[src/rtl/calc_pkg.sv]
// Shared definitions for the calc_engine block.
// Holds the opcode encoding and the controller state encoding. Operand width W stays a
// parameter of the modules that use it.
package calc_pkg;

    typedef enum logic [2:0] {
        OpPassX = 3'b000,
        OpPassY = 3'b001,
        OpAdd   = 3'b010,
        OpSub   = 3'b011,
        OpMul   = 3'b100,
        OpDiv   = 3'b101,
        OpAnd   = 3'b110,
        OpXor   = 3'b111
    } op_e;

    typedef enum logic [1:0] {
        StIdle = 2'b00,
        StAlu  = 2'b01,
        StRun  = 2'b10,
        StErr  = 2'b11
    } state_e;

endpackage

[src/rtl/seq_muldiv.sv]
// Iterative unsigned multiplier / restoring divider, one iteration per step.
// Ports:
//   clk, rst     clock, asynchronous active-low reset
//   load         capture operands and clear the iteration counter
//   mode         0 = multiply a*b, 1 = divide a/b (sampled on load)
//   a, b         operands (sampled on load)
//   step         advance one iteration
//   last         counter is on its final iteration (W-1)
//   result       {hi, lo} after applying the current iteration; valid as the final
//                answer when last=1 (mul: product, div: {remainder, quotient})
module seq_muldiv #(
    parameter int unsigned W = 4
) (
    input  logic           clk,
    input  logic           rst,
    input  logic           load,
    input  logic           mode,
    input  logic [W-1:0]   a,
    input  logic [W-1:0]   b,
    input  logic           step,
    output logic           last,
    output logic [2*W-1:0] result
);

    localparam int unsigned CntW = $clog2(W);
    localparam logic [CntW-1:0] CntLast = CntW'(W - 1);

    logic            mode_q;
    logic [W-1:0]    m_q;    // multiplicand or divisor
    logic [W-1:0]    hi_q;   // partial product high half or partial remainder
    logic [W-1:0]    lo_q;   // multiplier being shifted out or quotient being shifted in
    logic [CntW-1:0] cnt_q;

    logic [W:0]      mul_sum;
    logic [W:0]      div_trial;
    logic [W:0]      div_diff;
    logic            div_ge;
    logic [W-1:0]    hi_d;
    logic [W-1:0]    lo_d;

    always_comb begin
        // Shift-add: conditionally add multiplicand to high half, then shift the
        // whole {carry, hi, lo} right by one.
        mul_sum   = {1'b0, hi_q} + (lo_q[0] ? {1'b0, m_q} : '0);
        // Restoring: shift next dividend bit into the remainder and try a subtract.
        div_trial = {hi_q, lo_q[W-1]};
        div_diff  = div_trial - {1'b0, m_q};
        div_ge    = (div_trial >= {1'b0, m_q});
        if (mode_q) begin
            hi_d = div_ge ? div_diff[W-1:0] : div_trial[W-1:0];
            lo_d = {lo_q[W-2:0], div_ge};
        end else begin
            hi_d = mul_sum[W:1];
            lo_d = {mul_sum[0], lo_q[W-1:1]};
        end
    end

    assign last   = (cnt_q == CntLast);
    assign result = {hi_d, lo_d};

    always_ff @(posedge clk or negedge rst) begin
        if (!rst) begin
            mode_q <= 1'b0;
            m_q    <= '0;
            hi_q   <= '0;
            lo_q   <= '0;
            cnt_q  <= '0;
        end else if (load) begin
            mode_q <= mode;
            m_q    <= mode ? b : a;
            hi_q   <= '0;
            lo_q   <= mode ? a : b;
            cnt_q  <= '0;
        end else if (step) begin
            hi_q   <= hi_d;
            lo_q   <= lo_d;
            cnt_q  <= cnt_q + 1'b1;
        end
    end

endmodule

[src/rtl/calc_engine.sv]
// Small arithmetic engine: single-cycle pass/add/sub/logic ops, iterative mul/div.
// Ports:
//   clk, rst       clock, asynchronous active-low reset
//   start          request, accepted only when idle
//   abort          cancel an operation in progress (ignored when idle)
//   OP_in, X, Y    opcode and operands, sampled at accept
//   busy           high while an operation is in progress
//   done           one-cycle completion pulse
//   errFlag        divide-by-zero indicator, held until the next accept
//   OP_out         opcode of the last accepted operation
//   Hi, Lo         result words, updated only on completion
module calc_engine
    import calc_pkg::*;
#(
    parameter int unsigned W = 4
) (
    input  logic         clk,
    input  logic         rst,
    input  logic         start,
    input  logic         abort,
    input  logic [2:0]   OP_in,
    input  logic [W-1:0] X,
    input  logic [W-1:0] Y,
    output logic         busy,
    output logic         done,
    output logic         errFlag,
    output logic [2:0]   OP_out,
    output logic [W-1:0] Hi,
    output logic [W-1:0] Lo
);

    state_e       state;
    op_e          op_q;
    logic [W-1:0] x_q;
    logic [W-1:0] y_q;

    logic         in_div;
    logic         in_iter;
    logic         md_load;
    logic         md_step;
    logic         md_last;
    logic [2*W-1:0] md_result;

    logic [W:0]   alu_sum;
    logic [W:0]   alu_diff;
    logic [W-1:0] alu_hi;
    logic [W-1:0] alu_lo;

    // Divide by zero bypasses the iterative unit and goes straight to the error state.
    assign in_div  = (OP_in == OpDiv);
    assign in_iter = (OP_in == OpMul) || (in_div && (Y != '0));
    assign md_load = (state == StIdle) && start && in_iter;
    assign md_step = (state == StRun) && !abort;

    seq_muldiv #(
        .W(W)
    ) u_muldiv (
        .clk    (clk),
        .rst    (rst),
        .load   (md_load),
        .mode   (in_div),
        .a      (X),
        .b      (Y),
        .step   (md_step),
        .last   (md_last),
        .result (md_result)
    );

    always_comb begin
        alu_sum  = {1'b0, x_q} + {1'b0, y_q};
        alu_diff = {1'b0, x_q} - {1'b0, y_q};
        alu_hi   = '0;
        alu_lo   = '0;
        unique case (op_q)
            OpPassX: alu_lo = x_q;
            OpPassY: alu_lo = y_q;
            OpAdd: begin
                alu_lo    = alu_sum[W-1:0];
                alu_hi[0] = alu_sum[W];
            end
            OpSub: begin
                // Top bit of the widened difference is the borrow (X < Y).
                alu_lo    = alu_diff[W-1:0];
                alu_hi[0] = alu_diff[W];
            end
            OpAnd:   alu_lo = x_q & y_q;
            OpXor:   alu_lo = x_q ^ y_q;
            default: alu_lo = '0;
        endcase
    end

    always_ff @(posedge clk or negedge rst) begin
        if (!rst) begin
            state   <= StIdle;
            op_q    <= OpPassX;
            x_q     <= '0;
            y_q     <= '0;
            busy    <= 1'b0;
            done    <= 1'b0;
            errFlag <= 1'b0;
            OP_out  <= 3'b000;
            Hi      <= '0;
            Lo      <= '0;
        end else begin
            done <= 1'b0;
            case (state)
                StIdle: begin
                    // Start wins over a simultaneous abort here.
                    if (start) begin
                        op_q    <= op_e'(OP_in);
                        x_q     <= X;
                        y_q     <= Y;
                        OP_out  <= OP_in;
                        errFlag <= 1'b0;
                        busy    <= 1'b1;
                        if (in_iter) begin
                            state <= StRun;
                        end else if (in_div) begin
                            state <= StErr;
                        end else begin
                            state <= StAlu;
                        end
                    end
                end
                StAlu: begin
                    if (!abort) begin
                        Hi   <= alu_hi;
                        Lo   <= alu_lo;
                        done <= 1'b1;
                    end
                    state <= StIdle;
                    busy  <= 1'b0;
                end
                StRun: begin
                    if (abort) begin
                        state <= StIdle;
                        busy  <= 1'b0;
                    end else if (md_last) begin
                        Hi    <= md_result[2*W-1:W];
                        Lo    <= md_result[W-1:0];
                        done  <= 1'b1;
                        state <= StIdle;
                        busy  <= 1'b0;
                    end
                end
                StErr: begin
                    if (!abort) begin
                        errFlag <= 1'b1;
                        done    <= 1'b1;
                    end
                    state <= StIdle;
                    busy  <= 1'b0;
                end
                default: begin
                    state <= StIdle;
                    busy  <= 1'b0;
                end
            endcase
        end
    end

endmodule

[config.mk]
export PLATFORM = sky130hd
export DESIGN_NAME = calc_engine
export DESIGN_NICKNAME = d
export VERILOG_FILES = /design/src/rtl/calc_pkg.sv /design/src/rtl/seq_muldiv.sv /design/src/rtl/calc_engine.sv
export SDC_FILE = /design/constraint.sdc
export NUM_CORES = 1
export LEC_CHECK = 0
export ABC_CLOCK_PERIOD_IN_PS = 2000
export CORE_ASPECT_RATIO = 0.7
export CORE_MARGIN = 3
export CORE_UTILIZATION = 29
export CTS_BUF_LIST = sky130_fd_sc_hd__clkbuf_4
export DETAILED_ROUTE_END_ITERATION = 16
export GPL_TIMING_DRIVEN = 0
export PLACE_DENSITY_LB_ADDON = 0.1
export SLEW_MARGIN = 30
export SYNTH_ARGS = -nofsm -noshare
export SYNTH_HDL_FRONTEND = slang
export SYNTH_SLANG_ARGS = --single-unit
[constraint.sdc]
create_clock -name clk -period 2 [get_ports clk]
set_input_delay 0.2 -clock clk [delete_from_list [all_inputs] [get_ports clk]]
set_output_delay 0.2 -clock clk [all_outputs]
set_load 0.05 [all_outputs]
==> impl_metrics.yaml, run 1 <==
critical_path:
  crit_required_ps: 2280
  critical_path.max_fanout: 3
  slowest_delay_ps: 470
  cp_common_cell: "inv_2"
  critPathBufInv: 2
  worstSetupStartpointType: "flop"
  path_cells: "inv_2 > ha_4 > inv_2 > fa_1 > mux4_2 > a221o_1 > a22o_1"
  path_class: "reg2reg"
  critPathArrivalTime_ps: 2500
  crit_family: "compound AO/OA/AOI/OAI gates"
  crit_path_end_kind: "flop"
  cp_slowest_cell: "mux4_2"
placement:
  place_ws_ps: -277
  io_buffers: 28
  dp_hpwl_um: 5560
  gp_congestion: 0.839
  postPlaceCellArea_um2: 3070
min_path:
  hold_class: "in2async"
clock_tree:
  cts_buffers: 5
  htree_levels: 2
  insertion_delay_ps: 370
  clock-sinks: 39
  clk_pin_slew_worst_paths_ps: 140
  clockBufferDepth: 2
  cts-root-buf: "clkbuf_4"
  cts_tree: "done"
synth:
  syn_inst: 282
  syn_nets: 318
  synth_warnings: 0
  seq_area_frac_synth_pct: 37.2
  synth_edf_count: 0
  netlist_area_um2: 2620
  synth_area_per_cell_um2: 9.30
  ys_seq_elements: 39
  synth_async_sr_flop_share_pct: 100
  yosysUniqueCellTypes: 55
  synth_flop_cell: "dfrtp_1"
outcome:
  status: "finished with violations"
  violations: "setup timing"
final_layout:
  design_area_um2: 3400
  layout-drive-gt1-share_pct: 22.9
  area_growth_pct: 29.6
  n_antenna_cell: 0
  nNetsFinal: 367
sta:
  hold_violations: 0
  slew_violations: 0
  skew_ps: 24.7
  clock.fmax_mhz: 450
  period_share_pct: 111
  rsz0062_at_grt: "true"
  finalSetupViolCount: 2
  fin_crit_ps: 2220
  worstMarginPinSlew_ps: 524
  setup_slack_ps: -221
  maxSlewHeadroom_pct: 64.9
floorplanning:
  start_util_pct: 30.4
  dieArea_um2: 10200
  die_x_um: 120
  ios: 29
  fp.dieH_um: 85.6
  rows: 28
  core_um2: 8620
power:
  switching_share_pct: 41.9
  vdd_ir_drop_max_mv: 0.326
  power_switching_mw: 1.70
  internal-power_mw: 2.36
  p_clk_share_pct: 16.9
  finalPower_mw: 4.07
  comb_power_share_pct: 53.7
  pwr-share-seq_pct: 29.4
  leakagePower_nw: 1.49
  power_density_nw_per_um2: 1200
drt:
  first_iter_violations: 173
  routed_wl_um: 7400
  via_per_inst: 5.00
  antenna_left: 0
  drcViolationCount: 0
  wire_per_inst_um: 16.4
  vias: 2260
  drtPass1Iterations: 4
global_route:
  antenna_found_initial: 0
  grt_pass1_vias: 2083
  grt_pass1_wl_um: 11800
  grt_max_degree: 27
  track_usage_pct: 14.9
  grt.overflow.total: 0
flow_run:
  maxCapViolCount: 0
layout by cell type (no fill, tap or decap), types with 3 or more instances in the layout:
| cell | instances |
|---|---|
| dfrtp_1 | 34 |
| nand2_1 | 27 |
| clkdlybuf4s50_1 | 27 |
| a21oi_1 | 23 |
| o21ai_0 | 21 |
| inv_1 | 19 |
| nor2_1 | 13 |
| ha_1 | 13 |
| buf_4 | 12 |
| mux2i_1 | 11 |
| clkbuf_4 | 9 |
| mux2_2 | 7 |
| nor2b_1 | 6 |
| a31oi_1 | 5 |
| nand3_1 | 5 |
| o22ai_1 | 5 |
| dfrtp_2 | 5 |
| buf_2 | 4 |
| a21o_1 | 4 |
| and2_1 | 3 |
| nand2b_1 | 3 |
| a31oi_2 | 3 |
| xnor2_1 | 3 |
| nor3b_1 | 3 |
| nor3_1 | 3 |
synthesized netlist by cell type (all sizes together), types with 2 or more instances:
cell,count,area (µm²)
dfrtp,39,976
nand2,28,108
a21oi,24,131
o21ai,24,120
inv,21,78.8
ha,17,213
nor2,14,52.6
mux2i,11,110
a31oi,8,50.1
mux2,7,78.8
nor2b,7,43.8
buf,6,36.3
nand3,6,35.0
clkbuf,5,22.5
o22ai,5,31.3
a21o,4,30.0
and2,4,25.0
fa,4,80.1
nand2b,4,27.5
nor3,4,20.0
a221oi,3,26.3
nor3b,3,22.5
xnor2,3,26.3
a2111oi,2,23.8
a211o,2,17.5
a211oi,2,15.0
nor4,2,12.5
o211ai,2,15.0
o21bai,2,15.0
or2,2,15.0
xor2,2,17.5
per-stage QoR:
stage	hold WS (ps)	cells	setup TNS, ps	utilization, %
detailed placement	127	431	-1670	35.6
global placement	475	430	-16140	35.5
CTS	248	444	-375	37.8
finish	237	452	-231	39.5
floorplan	-95.6	282	-91.3	-
global route	249	452	-459	39.5
metal layers:
| metal | wire [µm] | GRT usage [%] |
|---|---|---|
| met3 | 448 | 3.89 |
| met1 | 4110 | 25.5 |
| met2 | 2790 | 17.8 |
| met5 | 0 | 0 |
| met4 | 53 | 2.49 |
final timing paths:
kind / start / to / slack [ps] / cells after the start
hold reg to reg: Hi[3]$_DFFE_PN0P_ / Hi[3]$_DFFE_PN0P_ / 490 / 2
min in group clk: OP_in[1] / op_q[1]$_DFFE_PN0P_ / 410 / 3
setup / recovery: x_q[0]$_DFFE_PN0P_ / Lo[1]$_DFFE_PN0P_ / -220 / 7
setup reg to reg: x_q[0]$_DFFE_PN0P_ / Lo[1]$_DFFE_PN0P_ / -220 / 7
max in group asynchronous: rst / u_muldiv.lo_q[0]$_DFFE_PN0P_ / 1260 / 3
hold / removal: rst / busy$_DFFE_PN0P_ / 240 / 2
area by class of cell:
| cell class | count | area (µm²) |
|---|---|---|
| flip-flops and latches | 39 | 982 |
| plain buffers | 11 | 66.3 |
| inverters | 21 | 78.8 |
| well taps | 120 | 150 |
| clock inverters | 2 | 60.1 |
| repair buffers | 42 | 395 |
| fillers | 897 | 5220 |
| multi-input cells | 211 | 1620 |
| clock buffers | 6 | 45.0 |
cells by family after synthesis:
family,after synthesis,synth area share (%)
multiplexers,19,8.06
flip-flops,39,37.2
XOR/XNOR,5,1.67
adder cells (fa/ha/maj),21,11.2
buffers and inverters,32,5.25
AND/OR/NAND/NOR,80,15.9
AO/OA/AOI/OAI,86,20.8
power groups by stage:
stage | clock network [mW] | registers [mW] | logic, mW
6_report | 0.687 | 1.19 | 2.18
5_1_grt | 0.749 | 1.23 | 2.41
4_1_cts | 0.710 | 1.20 | 1.95
3_5_place_dp | 0 | 1.22 | 1.84
3_3_place_gp | 0 | 1.22 | 1.84
2_1_floorplan | 0 | 1.37 | 1.14
timing repair:
item | CTS | global route
gates resized for setup | 12 | 26
pin swaps | 4 | 10
hold buffers | 1 | 0
endpoints found under the setup margin | 13 | 24
hold endpoints to repair | 13 | 0
buffers inserted | 4 | 8
state kept, by name (all words and copies together) (netlist names), 2 cells and up:
name / count
Hi: 4
Lo: 4
u_muldiv.cnt_q: 2
y_q: 4
u_muldiv.lo_q: 4
x_q: 4
op_q: 3
state: 2
u_muldiv.hi_q: 4
u_muldiv.m_q: 4
Note: power is estimated with default switching activity, not from simulation.
==> run 2, diff against run 1 <==
--- a/config.mk
+++ b/config.mk
@@ -5,12 +5,13 @@
 export SDC_FILE = /design/constraint.sdc
 export NUM_CORES = 1
 export LEC_CHECK = 0
-export ABC_CLOCK_PERIOD_IN_PS = 2000
+export ABC_CLOCK_PERIOD_IN_PS = 1850
 export CORE_ASPECT_RATIO = 0.7
 export CORE_MARGIN = 3
 export CORE_UTILIZATION = 29
 export CTS_BUF_LIST = sky130_fd_sc_hd__clkbuf_4
 export DETAILED_ROUTE_END_ITERATION = 16
+export GPL_ROUTABILITY_DRIVEN = 0
 export GPL_TIMING_DRIVEN = 0
 export PLACE_DENSITY_LB_ADDON = 0.1
 export SLEW_MARGIN = 30
==> constraint.sdc (replaced) <==
create_clock -name clk -period 1.85 [get_ports clk]
set_input_delay 0.185 -clock clk [delete_from_list [all_inputs] [get_ports clk]]
set_output_delay 0.185 -clock clk [all_outputs]
set_load 0.05 [all_outputs]
==> impl_metrics.yaml, run 2 (synthesized netlist as in run 1, its figures left out) <==
outcome:
  status: "finished with violations"
  violations: "setup timing"
sta:
  fin_setup_tns_ps: -1620
  worstMarginPinSlew_ps: 503
  maxSlewHeadroom_pct: 66.4
  skew_ps: 22.7
  slew_violations: 0
  period_share_pct: 120
  hold_violations: 0
  setup_slack_ps: -362
  fin_crit_ps: 2210
  finalSetupViolCount: 13
  clock.fmax_mhz: 452
  rsz0062_at_grt: "true"
  fin_hold_ws_ps: 225
clock_tree:
  clockBufferDepth: 2
  cts_buffers: 5
  cts-root-buf: "clkbuf_4"
  cts_tree: "done"
  clock-sinks: 39
  clk_pin_slew_worst_paths_ps: 130
  insertion_delay_ps: 370
  htree_levels: 2
final_layout:
  area_growth_pct: 34.5
  n_antenna_cell: 0
  layout-drive-gt1-share_pct: 26.5
  nNetsFinal: 367
  final_common_cell: "dfrtp_1"
  final_cell_mix: "dfrtp_1 (36), nand2_1 (25), clkdlybuf4s50_1 (23)"
critical_path:
  r2r-end: "Lo[1]$_DFFE_PN0P_"
  ff2ff_path_depth: 6
  worstReg2RegStart: "y_q[0]$_DFFE_PN0P_"
  worstSetupStartpointType: "flop"
  path_cells: "ha_4 > inv_2 > fa_2 > mux4_2 > a221o_1 > a22o_1"
  regToRegSetupSlack_ps: -360
  critPathArrivalTime_ps: 2490
  slowest_delay_ps: 470
  crit_required_ps: 2130
  cp_slowest_cell: "dfrtp_2"
  crit_path_end_kind: "flop"
  path_class: "reg2reg"
  critical_path.max_fanout: 4
placement:
  io_buffers: 28
  dp_hpwl_um: 5560
drt:
  vias: 2289
  routed_wl_um: 7540
  drcViolationCount: 0
  via_per_inst: 5.06
  wire_per_inst_um: 16.7
  antenna_left: 0
  first_iter_violations: 194
  drtPass1Iterations: 4
global_route:
  antenna_found_initial: 0
  grt_pass1_wl_um: 12100
  grt.overflow.total: 0
  grt_max_degree: 27
  track_usage_pct: 15.2
  grt_pass1_vias: 2150
floorplanning:
  start_util_pct: 30.4
  die_x_um: 120
  ios: 29
  fp.dieH_um: 85.6
  rows: 28
  core_um2: 8620
  dieArea_um2: 10200
power:
  comb_power_share_pct: 57.1
  p_clk_share_pct: 15.6
  vdd_ir_drop_max_mv: 0.392
  power_density_nw_per_um2: 1350
  power_switching_mw: 2.00
  switching_share_pct: 41.9
  internal-power_mw: 2.77
  leakagePower_nw: 1.55
  pwr-share-seq_pct: 27.3
flow_run:
  maxCapViolCount: 0
min_path:
  hold_class: "in2async"
## run 2: metal layers
| layer | vias to the layer above | global-route usage, % | wire (µm) | part of all wire [%] |
|---|---|---|---|---|
| li1 | 1110 | - | - | - |
| met1 | 1125 | 25.9 | 4240 | 56 |
| met2 | 46 | 18.6 | 2870 | 38 |
| met3 | 8 | 3.89 | 374 | 5.0 |
| met4 | 0 | 2.49 | 53 | 0.70 |
| met5 | - | 0 | 0 | 0 |
## run 2: through the flow
stage	cells	worst slack (ps)	util, %	cell area (µm²)	power (mW)
after detailed placement	431	-427	35.6	3070	3.31
after CTS	449	-403	39.4	3400	4.48
after floorplan	282	-241	-	2630	2.71
after global placement	430	-505	35.5	3060	3.30
after global routing	452	-399	41.0	3530	5.12
final	452	-362	41.0	3530	4.76
## run 2: layout make-up
| cell class | instances | area (µm²) |
|---|---|---|
| timing repair buffer | 42 | 420 |
| buffer | 11 | 66.3 |
| clock buffer | 6 | 45.0 |
| tap | 120 | 150 |
| inverter | 21 | 78.8 |
| clock inverter | 2 | 60.1 |
| fill | 879 | 5090 |
| multi-input combinational | 211 | 1730 |
| sequential | 39 | 980 |
## run 2: how the worst max path moves through the flow
stage,depth (start not counted),end,from,slack (ps)
after floorplan,7,Lo[1]$_DFFE_PN0P_,x_q[0]$_DFFE_PN0P_,-240
after global placement,1,x_q[0]$_DFFE_PN0P_,rst,-510
after detailed placement,7,Lo[1]$_DFFE_PN0P_,x_q[0]$_DFFE_PN0P_,-430
after CTS,5,Lo[1]$_DFFE_PN0P_,y_q[0]$_DFFE_PN0P_,-400
after global routing,7,Lo[1]$_DFFE_PN0P_,x_q[0]$_DFFE_PN0P_,-400
final,6,Lo[1]$_DFFE_PN0P_,y_q[0]$_DFFE_PN0P_,-360
## run 2: repair_timing
| action | in CTS | in global routing |
|---|---|---|
| endpoints found under the setup margin | 22 | 36 |
| hold buffers | 1 | 0 |
| endpoints found under the hold margin | 13 | 0 |
| buffers inserted | 9 | 3 |
| pin swaps | 14 | 16 |
| resized for setup | 39 | 29 |
## run 2: power groups by stage
stage	registers (mW)	clock network (mW)	logic [mW]
2_1_floorplan	1.48	0	1.23
3_3_place_gp	1.32	0	1.98
3_5_place_dp	1.32	0	1.99
4_1_cts	1.30	0.768	2.42
5_1_grt	1.34	0.810	2.97
6_report	1.30	0.743	2.72
## run 2: critical path, delay by kind of cell, from the launching register on
kind	cells	cell delay, ps
buf+inv	1	50
flops	1	470
mux	1	470
compound gates	2	550
fa+ha+maj	2	590
==> RTL change 1, RTL diff (settings of run 1) <==
Re-encode `state_e` (4 states) as one-hot, 4 bits wide.
--- a/src/rtl/calc_pkg.sv
+++ b/src/rtl/calc_pkg.sv
@@ -15,9 +15,9 @@
     } op_e;
 
-    typedef enum logic [1:0] {
-        StIdle = 2'b00,
-        StAlu  = 2'b01,
-        StRun  = 2'b10,
-        StErr  = 2'b11
+    typedef enum logic [3:0] {
+        StIdle = 4'b0001,
+        StAlu  = 4'b0010,
+        StRun  = 4'b0100,
+        StErr  = 4'b1000
     } state_e;
 
Formal check against the unedited RTL: same outputs for any inputs over 10 cycles, from zero or initial values and one cycle with rst low; not proved beyond that.
==> RTL change 1 against run 1 <==
- the flow still finishes with violations (negative setup slack)
- routed wire length rose by 6.8%
- synthesized area grew 1.4%
- total power grew 35%
- clock power down 18%
- hold slack improved by 0.099 ns
- sequential cell count rose by 2
- setup slack improved by 0.14 ns
- cell area rose by 1.1%
- synthesized cell count up 4.6%
- clock skew fell by 0.017 ns
- sequential share of layout area increased by 1.1 points
==> RTL change 1: results (changes against run 1) <==
Worst vdd ir = 0.409 mV (was 0.326 mV)
Setup violations, final = 2 (unchanged)
Met3 wire length = 364 um (was 448 um)
Final Net Count = 381 (was 367)
Syn nets = 331 (was 318)
Wl on met1 = 4.42 mm (was 4.11 mm)
Crit-path max FO = 4 (was 3)
GP Congestion = 0.807 (was 0.839)
Number of global-route vias before repair = 2,319 (was 2,083)
Critical path arrival = 2.33 ns (was 2.50 ns)
Max-slew headroom = 0.586 (was 0.649)
Final TNS setup = -0.0975 ns (was -0.231 ns)
Status = finished with violations (unchanged)
Most common library cells after synthesis = nand2_1, dfrtp_1, o21ai_0, inv_1, ha_1 (was dfrtp_1, nand2_1, a21oi_1, o21ai_0, inv_1)
Setup ws final = -0.0775 ns (was -0.221 ns)
First-pass GRT wire length = 12.7 mm (was 11.8 mm)
Gr usage total = 0.157 (was 0.149)
Routed vias = 2,363 (was 2,260)
Drt pass-1 iters = 5 (was 4)
Met2 wire length = 3.04 mm (was 2.79 mm)
CTS buffer count = 5 (unchanged)
Area contributors post-synth = dfrtp_1, ha_1, nand2_1 (was dfrtp_1, ha_1, a21oi_1)
Pleak = 1.50 nW (was 1.49 nW)
Largest net degree at the start of global routing = 42 (was 27)
Violated checks = negative setup slack (unchanged)
Distinct cells, synth = 53 (was 55)
Avg WL per Cell = 17.0 um (was 16.4 um)
Post-DP HPWL = 5.89 mm (was 5.56 mm)
Clk_lat worst skew = 0.36 ns
Clock Skew = 0.00755 ns (was 0.0247 ns)
Share of cells above drive strength 1 = 0.199 (was 0.229)
## RTL change 1: changes by cell type after synthesis, moves of 3 or more
cell	change
nand2_1	+22
a21oi_1	-14
o21ai_0	+10
mux2_2	-5
nor2_1	-5
a31oi_1	-4
clkbuf_1	+4
o221ai_1	+4
and2_1	+3
buf_2	-3
nand3_1	+3
nor3_1	+3
## RTL change 1: worst paths after layout
kind                          start               end  depth (start not counted)
min                             rst            x_q[1]                          2
min reg2reg                   Hi[1]             Hi[1]                          2
max reg2reg                  y_q[0]             Lo[1]                          7
max                          y_q[0]             Lo[1]                          7
max in group asynchronous       rst  u_muldiv.hi_q[0]                          2
min in group clk           OP_in[2]           op_q[2]                          3
## RTL change 1: area by class of cell
type                    count  area, sq um
inverters                  19         71.3
clock buffers               6         45.0
flip-flops and latches     41         1030
multi-input cells         224         1660
plain buffers              10         43.8
repair buffers             44          404
well taps                 120          150
fillers                   925         5250
clock inverters             2         33.8
## RTL change 1: power breakdown
| group | internal [mW] | switching (mW) | total (mW) |
|---|---|---|---|
| clock network | 0.274 | 0.288 | 0.562 |
| logic | 1.55 | 1.91 | 3.46 |
| registers | 1.13 | 0.326 | 1.45 |
| total | 2.95 | 2.53 | 5.48 |
## RTL change 1: cell families after synthesis
family	Yosys count	synth area share
xor gates and xnor gates	5	0.0165
and+or+nand+nor	104	0.195
muxes	13	0.0545
buffers and inverters	30	0.0447
DFF	41	0.386
adders and majority gates	21	0.110
AOI/OAI and AO/OA	81	0.194
## RTL change 1: worst max-delay path, cell delays in order, from the launching register on
cell and delay (ns):
dfrtp_2 0.48, ha_4 0.18, inv_2 0.05, fa_2 0.41
mux4_2 0.47, nor2b_4 0.14, a31oi_4 0.16, o21ai_1 0.07
## RTL change 1: repair_timing
action,4_1_cts,5_1_grt
setup buffers,10,5
gates resized for setup,15,37
endpoints found under the hold margin,40,0
pin swaps,7,16
hold buffers,1,0
endpoints found under the setup margin,11,14
## RTL change 1: metrics by stage
step                      std cells  cell area (sq um)  hold slack, ns
after floorplan                 295               2660         -0.0956
after global placement          443               3090           0.466
after detailed placement        443               3090           0.229
after CTS                       462               3290           0.350
after global routing            466               3440           0.374
final                           466               3440           0.337
## RTL change 1: routing by layer
metal / vias up / track usage
met5: - / 0
met4: 0 / 0.0309
met3: 11 / 0.0349
met2: 62 / 0.199
met1: 1135 / 0.262
li1: 1155 / -
==> RTL change 2, RTL diff (settings of run 1) <==
Without the edit above. `W` is set to 4 in 2 places; all go to 8.
--- a/src/rtl/seq_muldiv.sv
+++ b/src/rtl/seq_muldiv.sv
@@ -10,5 +10,5 @@
 //                answer when last=1 (mul: product, div: {remainder, quotient})
 module seq_muldiv #(
-    parameter int unsigned W = 4
+    parameter int unsigned W = 8
 ) (
     input  logic           clk,
--- a/src/rtl/calc_engine.sv
+++ b/src/rtl/calc_engine.sv
@@ -13,5 +13,5 @@
     import calc_pkg::*;
 #(
-    parameter int unsigned W = 4
+    parameter int unsigned W = 8
 ) (
     input  logic         clk,
Ports: changed (resized Hi, Lo, X and Y); port bits go from 29 to 45. The function was not compared with the original's and may differ.
==> RTL change 2 against run 1 <==
- the flow still finishes with violations (negative setup slack)
- clock skew fell by 0.0095 ns
- sequential cell count up 29
- setup slack got worse by 0.079 ns
- critical path depth up 2
- total power rose by 140%
- routed wire length rose to 2.6 times the old value
- synthesized area rose by 94%
- cell area rose by 110%
- largest power group unchanged
==> RTL change 2: results (changes against run 1) <==
Power Density = 1330 nW/um^2 (was 1200 nW/um^2)
P_sw = 4.37 mW (was 1.70 mW)
Hold Crit Class = primary input to flop (was primary input to async pin)
Reg2Reg Depth = 9 (was 7)
Distinct cells, synth = 68 (was 55)
Number of global-route vias before repair = 4,993 (was 2,083)
Worst vdd ir = 0.549 mV (was 0.326 mV)
Area contributors post-synth = dfrtp_1, ha_1, nand2_1 (was dfrtp_1, ha_1, a21oi_1)
Share of cells above drive strength 1 = 0.335 (was 0.229)
Final TNS setup = -2.92 ns (was -0.231 ns)
Post-Place Setup Slack = -0.646 ns (was -0.277 ns)
CP peak stage delay = 0.43 ns (was 0.47 ns)
Worst Setup EP = Lo[6] (was Lo[1])
Drt pass-1 iters = 7 (was 4)
IO buf count = 43 (was 28)
Max-slew headroom = 0.577 (was 0.649)
Setup violations, final = 23 (was 2)
Final Net Count = 759 (was 367)
Gr usage total = 0.207 (was 0.149)
Crit path max-delay family = compound AO/OA/AOI/OAI gates (unchanged)
Max stage delay cell, worst path = dfrtp_1 (was mux4_2)
Critical path arrival = 2.67 ns (was 2.50 ns)
Violation count after the first detailed-route iteration = 453 (was 173)
Most common library cells after synthesis = dfrtp_1, nand2_1, a21oi_1, nor2_1, o21ai_0 (was dfrtp_1, nand2_1, a21oi_1, o21ai_0, inv_1)
Largest net degree at the start of global routing = 43 (was 27)
Setup ws final = -0.301 ns (was -0.221 ns)
Clk_lat worst skew = 0.47 ns (was 0.37 ns)
Power in combinational cells = 6.18 mW (was 2.18 mW)
Seq/Total Area, Yosys = 0.334 (was 0.372)
Mean post-synth cell area = 8.64 sq um (was 9.30 sq um)
Placed instance count = 859 (was 431)
Clock Skew = 0.0152 ns (was 0.0247 ns)
CTS buffer count = 9 (was 5)
Routed vias = 5,097 (was 2,260)
Avg WL per Cell = 20.9 um (was 16.4 um)
GP Congestion = 0.961 (was 0.839)
Pleak = 3.04 nW (was 1.49 nW)
First-pass GRT wire length = 29.9 mm (was 11.8 mm)
Post-DP HPWL = 14.0 mm (was 5.56 mm)
DR vias/cell = 5.50 (was 5.00)
H-tree Lvls = 3 (was 2)
Status = finished with violations (unchanged)
Syn nets = 652 (was 318)
Violated checks = negative setup slack (unchanged)
Sequential power = 2.12 mW (was 1.19 mW)
==> RTL change 2: cell count changes after synthesis, moves of 15 or more <==
cell and delta:
ha_1 +18, nand3_1 +16, nor2_1 +27, inv_1 +15
o21ai_0 +18, dfrtp_1 +29, o31ai_1 +15, a21oi_1 +19
nand2_1 +37
==> RTL change 2: timing repair <==
item,in CTS,in global routing
buffers inserted,42,12
hold endpoints to repair,26,0
pin swaps,57,51
cloned,0,0
gates resized for setup,141,49
hold buffers,1,0
setup endpoints to repair,34,37
==> RTL change 2: cell type report <==
cell class	instances	area (sq um)
fillers	1662	9470
multi-input cells	456	3850
flip-flops and latches	68	1710
repair buffers	97	907
well taps	225	282
plain buffers	29	165
inverters	36	140
clock inverters	7	139
clock buffers	9	67.6
==> RTL change 2: cells by family after synthesis <==
| family | Yosys count | synth area share |
|---|---|---|
| AOI/OAI and AO/OA | 187 | 0.246 |
| xor gates and xnor gates | 7 | 0.0120 |
| adders and majority gates | 39 | 0.102 |
| buffers and inverters | 66 | 0.0535 |
| DFF | 68 | 0.334 |
| muxes | 36 | 0.0771 |
| and+or+nand+nor | 187 | 0.175 |
==> RTL change 2: metrics by stage <==
stage          cell area (sq um)  hold slack [ns]
6_report                    7270            0.166
5_1_grt                     7270            0.181
4_1_cts                     6980            0.146
3_5_place_dp                5850            0.169
3_3_place_gp                5820            0.464
2_1_floorplan               5110          -0.0956
==> RTL change 2: metal layers <==
metal | part of all wire | vias up | global-route usage
met3 | 0.078 | 16 | 0.0609
li1 | - | 2371 | -
met5 | 0 | - | 0
met2 | 0.39 | 180 | 0.281
met4 | 0.0088 | 0 | 0.0402
met1 | 0.52 | 2530 | 0.321
==> RTL change 2: tightest hold or removal path: stages <==
cell	delay [ns]
clkbuf_1	0.18
nand2_1	0.11
o21ai_0	0.10
